===== config.mk =====
export PLATFORM = sky130hd
export DESIGN_NAME = dmem_port_arbiter
export DESIGN_NICKNAME = d
export VERILOG_FILES = /design/src/rtl/dmem_port_arbiter.sv
export SDC_FILE = /design/constraint.sdc
export NUM_CORES = 1
export LEC_CHECK = 0
export ABC_AREA = 1
export CORE_AREA = 2 2 120 122
export CTS_BUF_LIST = sky130_fd_sc_hd__clkbuf_8
export CTS_CLUSTER_SIZE = 25
export DETAILED_ROUTE_END_ITERATION = 16
export DIE_AREA = 0 0 122 124
export GPL_ROUTABILITY_DRIVEN = 0
export SETUP_SLACK_MARGIN = 0.05
export SLEW_MARGIN = 5
export SYNTH_ARGS = -nofsm -noshare
export SYNTH_HDL_FRONTEND = slang
export SYNTH_SLANG_ARGS = --single-unit
export TNS_END_PERCENT = 20

===== constraint.sdc =====
create_clock -name clk_i -period 2.1 [get_ports clk_i]
set_clock_uncertainty 0.2 [all_clocks]
set_input_delay 0.42 -clock clk_i [delete_from_list [all_inputs] [get_ports clk_i]]
set_output_delay 0.42 -clock clk_i [all_outputs]
set_load 0.02 [all_outputs]

===== src/rtl/dmem_port_arbiter.sv =====
// Arbitrates the single-port data memory between the core MEM stage and a debug/loader port.
// Define DMEM_ARB_RR_EN for round-robin conflict resolution instead of core priority with a starvation guard.
module dmem_port_arbiter #(
    parameter int unsigned XLEN         = 32,
    parameter int unsigned MEM_WORDS    = 4096,
    parameter int unsigned STARVE_LIMIT = 4
) (
    input  logic                         clk_i,
    input  logic                         rstn_i,
    input  logic                         core_req_i,
    input  logic                         core_we_i,
    input  logic [3:0]                   core_be_i,
    input  logic [XLEN-1:0]              core_addr_i,
    input  logic [XLEN-1:0]              core_wdata_i,
    output logic                         core_gnt_o,
    output logic                         core_stall_o,
    output logic                         core_rvalid_o,
    output logic [XLEN-1:0]              core_rdata_o,
    input  logic                         dbg_req_i,
    input  logic                         dbg_we_i,
    input  logic [3:0]                   dbg_be_i,
    input  logic [XLEN-1:0]              dbg_addr_i,
    input  logic [XLEN-1:0]              dbg_wdata_i,
    output logic                         dbg_gnt_o,
    output logic                         dbg_rvalid_o,
    output logic [XLEN-1:0]              dbg_rdata_o,
    output logic                         mem_req_o,
    output logic                         mem_we_o,
    output logic [3:0]                   mem_be_o,
    output logic [$clog2(MEM_WORDS)-1:0] mem_addr_o,
    output logic [XLEN-1:0]              mem_wdata_o,
    input  logic [XLEN-1:0]              mem_rdata_i,
    output logic [15:0]                  conflict_cnt_o
);

    localparam int unsigned AW = $clog2(MEM_WORDS);
    localparam logic [7:0] StarveLim = 8'(STARVE_LIMIT);

    typedef enum logic [0:0] {ArbCore, ArbDbg} arb_state_e;

    arb_state_e  state_q, state_d;
    logic [7:0]  starve_cnt_q, starve_cnt_d;
    logic [15:0] conflict_cnt_q, conflict_cnt_d;
    logic        rd_core_q, rd_dbg_q;
    logic        conflict, dbg_wins;
`ifdef DMEM_ARB_RR_EN
    logic        prio_dbg_q, prio_dbg_d;
`endif

    // Only the word index is used; byte lanes come from be.
    logic unused_addr;
    assign unused_addr = ^{core_addr_i[XLEN-1:AW+2], core_addr_i[1:0],
                           dbg_addr_i[XLEN-1:AW+2], dbg_addr_i[1:0]};

    always_comb begin
        conflict = core_req_i & dbg_req_i;
`ifdef DMEM_ARB_RR_EN
        dbg_wins = dbg_req_i & (~core_req_i | prio_dbg_q);
`else
        dbg_wins = dbg_req_i & (~core_req_i | (state_q == ArbDbg));
`endif
        dbg_gnt_o    = dbg_wins;
        core_gnt_o   = core_req_i & ~dbg_wins;
        core_stall_o = core_req_i & ~core_gnt_o;

        mem_req_o   = core_gnt_o | dbg_gnt_o;
        mem_we_o    = dbg_gnt_o ? dbg_we_i : (core_gnt_o & core_we_i);
        mem_be_o    = dbg_gnt_o ? dbg_be_i : core_be_i;
        mem_addr_o  = dbg_gnt_o ? dbg_addr_i[AW+1:2] : core_addr_i[AW+1:2];
        mem_wdata_o = dbg_gnt_o ? dbg_wdata_i : core_wdata_i;

        core_rvalid_o  = rd_core_q;
        dbg_rvalid_o   = rd_dbg_q;
        core_rdata_o   = rd_core_q ? mem_rdata_i : '0;
        dbg_rdata_o    = rd_dbg_q ? mem_rdata_i : '0;
        conflict_cnt_o = conflict_cnt_q;
    end

    always_comb begin
        state_d        = state_q;
        starve_cnt_d   = starve_cnt_q;
        conflict_cnt_d = conflict_cnt_q;
        if (conflict && conflict_cnt_q != 16'hFFFF) begin
            conflict_cnt_d = conflict_cnt_q + 16'd1;
        end
`ifdef DMEM_ARB_RR_EN
        // The loser of a conflict gets priority at the next conflict.
        prio_dbg_d   = conflict ? core_gnt_o : prio_dbg_q;
        state_d      = ArbCore;
        starve_cnt_d = 8'd0;
`else
        if (dbg_gnt_o) begin
            starve_cnt_d = 8'd0;
        end else if (dbg_req_i && starve_cnt_q != 8'hFF) begin
            starve_cnt_d = starve_cnt_q + 8'd1;
        end
        unique case (state_q)
            ArbCore: begin
                if (starve_cnt_d >= StarveLim) state_d = ArbDbg;
            end
            ArbDbg: begin
                if (dbg_gnt_o) begin
                    state_d = ArbCore;
                end else if (!dbg_req_i) begin
                    state_d      = ArbCore;
                    starve_cnt_d = 8'd0;
                end
            end
            default: state_d = ArbCore;
        endcase
`endif
    end

    always_ff @(posedge clk_i or negedge rstn_i) begin
        if (!rstn_i) begin
            state_q        <= ArbCore;
            starve_cnt_q   <= 8'd0;
            conflict_cnt_q <= 16'd0;
            rd_core_q      <= 1'b0;
            rd_dbg_q       <= 1'b0;
        end else begin
            state_q        <= state_d;
            starve_cnt_q   <= starve_cnt_d;
            conflict_cnt_q <= conflict_cnt_d;
            rd_core_q      <= core_gnt_o & ~core_we_i;
            rd_dbg_q       <= dbg_gnt_o & ~dbg_we_i;
        end
    end

`ifdef DMEM_ARB_RR_EN
    always_ff @(posedge clk_i or negedge rstn_i) begin
        if (!rstn_i) prio_dbg_q <= 1'b0;
        else         prio_dbg_q <= prio_dbg_d;
    end
`endif

endmodule

# == After elaboration in Yosys (flattened, before gate mapping) ==
# Index checks and enable logic that the tools add are counted.
# word_totals
word_cells,42
input_bits,174
out_inout_bits,135
ff_bits,27
# op_classes
n_eq_ne,2
magnitude_cmp,1
bitwise,15
n_reduce_logical,2
n_mux,15
n_addsub,2
# ops
op,count
$mux 32,3
$mux 8,5
$add 16x1->16 const B,1
$ne 16x16->1 const B,1
$mux 12,1
$add 8x1->8 const B,1
$ge 8x3->1 const B,1
$ne 8x8->1 const B,1
$and 1x1->1,7
$not 1->1,6
$mux 1,4
$mux 4,1
$logic_and 1x1->1,2
$or 1x1->1,2
$pmux 1 s2,1

# == Logic depth before layout (Yosys ltp) ==
# logic_depth
word_depth,7
mapped_depth,11
ltp_nobuf,11

# == Worst setup path after synthesis ==
# OpenSTA, ideal clock, no wires.
# synth_path
path_kind,input -> output
start,in dbg_req_i
end,out mem_we_o
required_time_ps,1480
setup_slack_ps,81
path_stages,6
path_buffers,2
arrival_time_ps,1399
path_cell_list,buf_4 inv_2 a21oi_4 buf_2 a21oi_1 nor2_1
# synth_between
elab_chain_cells,5
# synth_rtl
element,line_no,text
from (decl),19,"input logic dbg_req_i,"
$and 1x1->1 *,60,dbg_wins = dbg_req_i & (~core_req_i | (state_q == ArbDbg));
$not 1->1,63,core_gnt_o = core_req_i & ~dbg_wins;
$and 1x1->1,63,
$and 1x1->1,67,mem_we_o = dbg_gnt_o ? dbg_we_i : (core_gnt_o & core_we_i);
$mux 1 *,67,
to (decl),28,"output logic mem_we_o,"
# Mark *: on every way between the ends. The rest lies on a longest branch, timed or not.

# == Worst setup path after layout ==
# layout_path
start,in dbg_req_i
end,out mem_wdata_o[23]
# layout_between
elab_chain_cells,2
# layout_rtl
element,line_no,text
$and 1x1->1,60,
$mux 32,70,mem_wdata_o = dbg_gnt_o ? dbg_wdata_i : core_wdata_i;
to (decl),31,"output logic [XLEN-1:0] mem_wdata_o,"
# Every way passes these cells.

==> metrics <==
compound-cell area share of the yosys netlist=1.42%; CP Max Fanout=7; EDFF count, synth=0; Routed Antenna Nets=0; Clock Path Buffers=2; Max Clock Freq=456 MHz; launch point of the worst reg-to-reg path=state_q$_DFF_PN0_; most frequent CP cell=nand2_1; Row Count=43; Synth Area in XOR/XNOR=5.84%; # DRC=0; CP required=1480 ps; PwrDens=505 nW/um2; Worst Hold Class=in -> async; synthesized area=2550 um2; RSZ-0062 raised after global routing=yes; final worst path period need=2190 ps; worst-case reg-to-reg path depth=11; routed vias=3743; initial antenna violation count=0; synthesized area per cell=5.43 um2; endpoint class of the critical path=output port; I/O pin total=309; top cell type's share of synthesized area=37.4%; # diodes=0; Clock transition at path regs=110 ps; fin worst setup slack=-90.8 ps; utilization after layout=42.0%; Filler Cells Inserted=1506; top post-synthesis cells by area=nand2_1, dfrtp_1, inv_1; ys async rst share=100%; CP startpoint kind=input port; grt ovf=0; post-DP HPWL=9000 um; largest family of logic cells by synthesized area=simple AND/OR/NAND/NOR gates; die width=122 um; hold_buf cts=0; number of vias per cell=3.98; RR Endpoint=state_q$_DFF_PN0_; share of layout cells above drive strength 1=17.1%; yosys warns=0; crit path launch=dbg_req_i; cells after synthesis=469; CTS sink cnt=27; failing checks=setup timing; DP Worst Slack=-803 ps; mux cell area share after synthesis=0%; Area Growth Syn to Fin=126%; # setup viols final=49; status=finished with violations; Slew HR=76.4%; Critical path destination=mem_wdata_o[23]; synth unique cells=23; Least-Margin Pin Slew=354 ps; global-route usage over all layers=13.9%; R2R Setup Slk=160 ps; Top FF cell, synth=dfrtp_1; Post-Synth Simple-Gate Area=49.8%; clk root buf=clkbuf_8; final wirelength=11700 um; CTS Buf Count=3; Initial DRT Pass Iterations=4; max cap viols=0; CP peak stage delay=230 ps; Initial Util=18.6%; crit-path cells=clkdlybuf4s15_1 > inv_2 > a21oi_4 > buf_6 > buf_16 > inv_12 > nand2_1 > nand2_1 > buf_2; final period utilization=104%; pin count of the biggest net entering global routing=34; Power, Total=2.91 mW; Synth Register Bits=27; Die Y=124 um; syn_nets=645; Seq/Total Area, Yosys=26.5%; First DRT Iteration DRCs=204; H-tree levels=1; Core ar.=13700 um2; Hold Fails Final Rpt=0; final std cells w/o fill=941; Max Slew Vio Count=0; VDD IR max=0.000213 V; count leader, synth=nand2_1; Wirelength per Cell=12.5 um; Post-synth top cells=nand2_1, inv_1, nor2_1; Net count, final=938; largest area contributor in the netlist=nand2_1; vias in the first global route=3349; Clock Latency Late Sink=280 ps; Leak=3.48 nW; setup TNS=-3000 ps; CTS tree=built; placed cell count=922; CP Data Arrival Time=1570 ps; post-synthesis adder-cell area fraction=0.982%; Worst path slowest cell=clkdlybuf4s15_1; critical path class=in -> out; die area=15100 um2; first-pass GRT wire length=17000 um; Buffers on Ports=268
area by class of cell:
| type | instances | area [um2] | share of cell area, % |
|---|---|---|---|
| Sequential cell | 27 | 676 | 11.7 |
| Inverter | 82 | 324 | 5.63 |
| Timing Repair inverter | 5 | 76.3 | 1.33 |
| Clock buffer | 3 | 41.3 | 0.717 |
| Multi-Input combinational cell | 342 | 1570 | 27.2 |
| Timing Repair Buffer | 301 | 2840 | 49.3 |
| Clock inverter | 1 | 7.51 | 0.130 |
| Tap cell | 180 | 225 | 3.91 |
cells in the final DEF (no fill, tap or decap), drive strengths merged, types with 5 or more instances in the layout:
| cell type | instances |
|---|---|
| xor2 | 11 |
| nand2 | 257 |
| nor2 | 33 |
| dfrtp | 27 |
| dlygate4sd2 | 65 |
| clkdlybuf4s50 | 145 |
| inv | 87 |
| xnor2 | 6 |
| buf | 85 |
| nand4 | 5 |
| nand3 | 19 |
sequential cells by signal (all words and copies together) (netlist names):
| register | flops |
|---|---|
| conflict_cnt_o | 16 |
| starve_cnt_q | 8 |
| core_rvalid_o | 1 |
| dbg_rvalid_o | 1 |
| state_q | 1 |
routing by layer:
metal	wire (um)	track usage [%]	vias to the layer above
li1	-	-	1948
met1	4600	17.3	1621
met2	5950	25.3	170
met3	1130	2.88	4
met4	55	2.01	0
met5	0	0	-
through the flow:
step / instance area [um2] / hold WS, ps
2_1_floorplan: 2550 / -75.6
3_3_place_gp: 5600 / 301
3_5_place_dp: 5600 / 302
4_1_cts: 5670 / 318
5_1_grt: 5760 / 328
6_report: 5760 / 301
report_power, final:
group	internal, mW	switching (mW)	leakage (nW)
Combinational	0.894	0.995	3.10
Sequential	0.603	0.104	0.365
Clock	0.135	0.176	0.0217
worst max-delay path: cells and delay by family:
| kind | cells | cell delay (ps) |
|---|---|---|
| compound gates | 1 | 160 |
| buf+inv | 6 | 860 |
| simple gates | 2 | 120 |
worst min-delay path by stage:
stage,slack [ps],cells after the start,from,end
final,300,2,rstn_i,conflict_cnt_o[0]$_DFFE_PN0P_
after global routing,330,1,conflict_cnt_o[14]$_DFFE_PN0P_,conflict_cnt_o[14]$_DFFE_PN0P_
after CTS,320,2,rstn_i,conflict_cnt_o[2]$_DFFE_PN0P_
after detailed placement,300,1,conflict_cnt_o[14]$_DFFE_PN0P_,conflict_cnt_o[14]$_DFFE_PN0P_
after global placement,300,1,conflict_cnt_o[14]$_DFFE_PN0P_,conflict_cnt_o[14]$_DFFE_PN0P_
after floorplan,-80,0,rstn_i,conflict_cnt_o[0]$_DFFE_PN0P_
repair_timing:
action                     in CTS  in global routing
setup endpoints to repair     120                 56
buffers inserted                7                  1
resized for setup             339                 34
pin swaps                       3                  1
cloned                          7                  0
cell families (layout without fill, tap and decap cells):
kind of cell / Yosys count / count (layout)
simple gates: 318 / 318
buf+inv: 100 / 392
fa+ha+maj: 2 / 2
xor+xnor: 17 / 17
flops: 27 / 27
compound gates: 5 / 5
No activity file was read; power rests on OpenSTA's default activity.
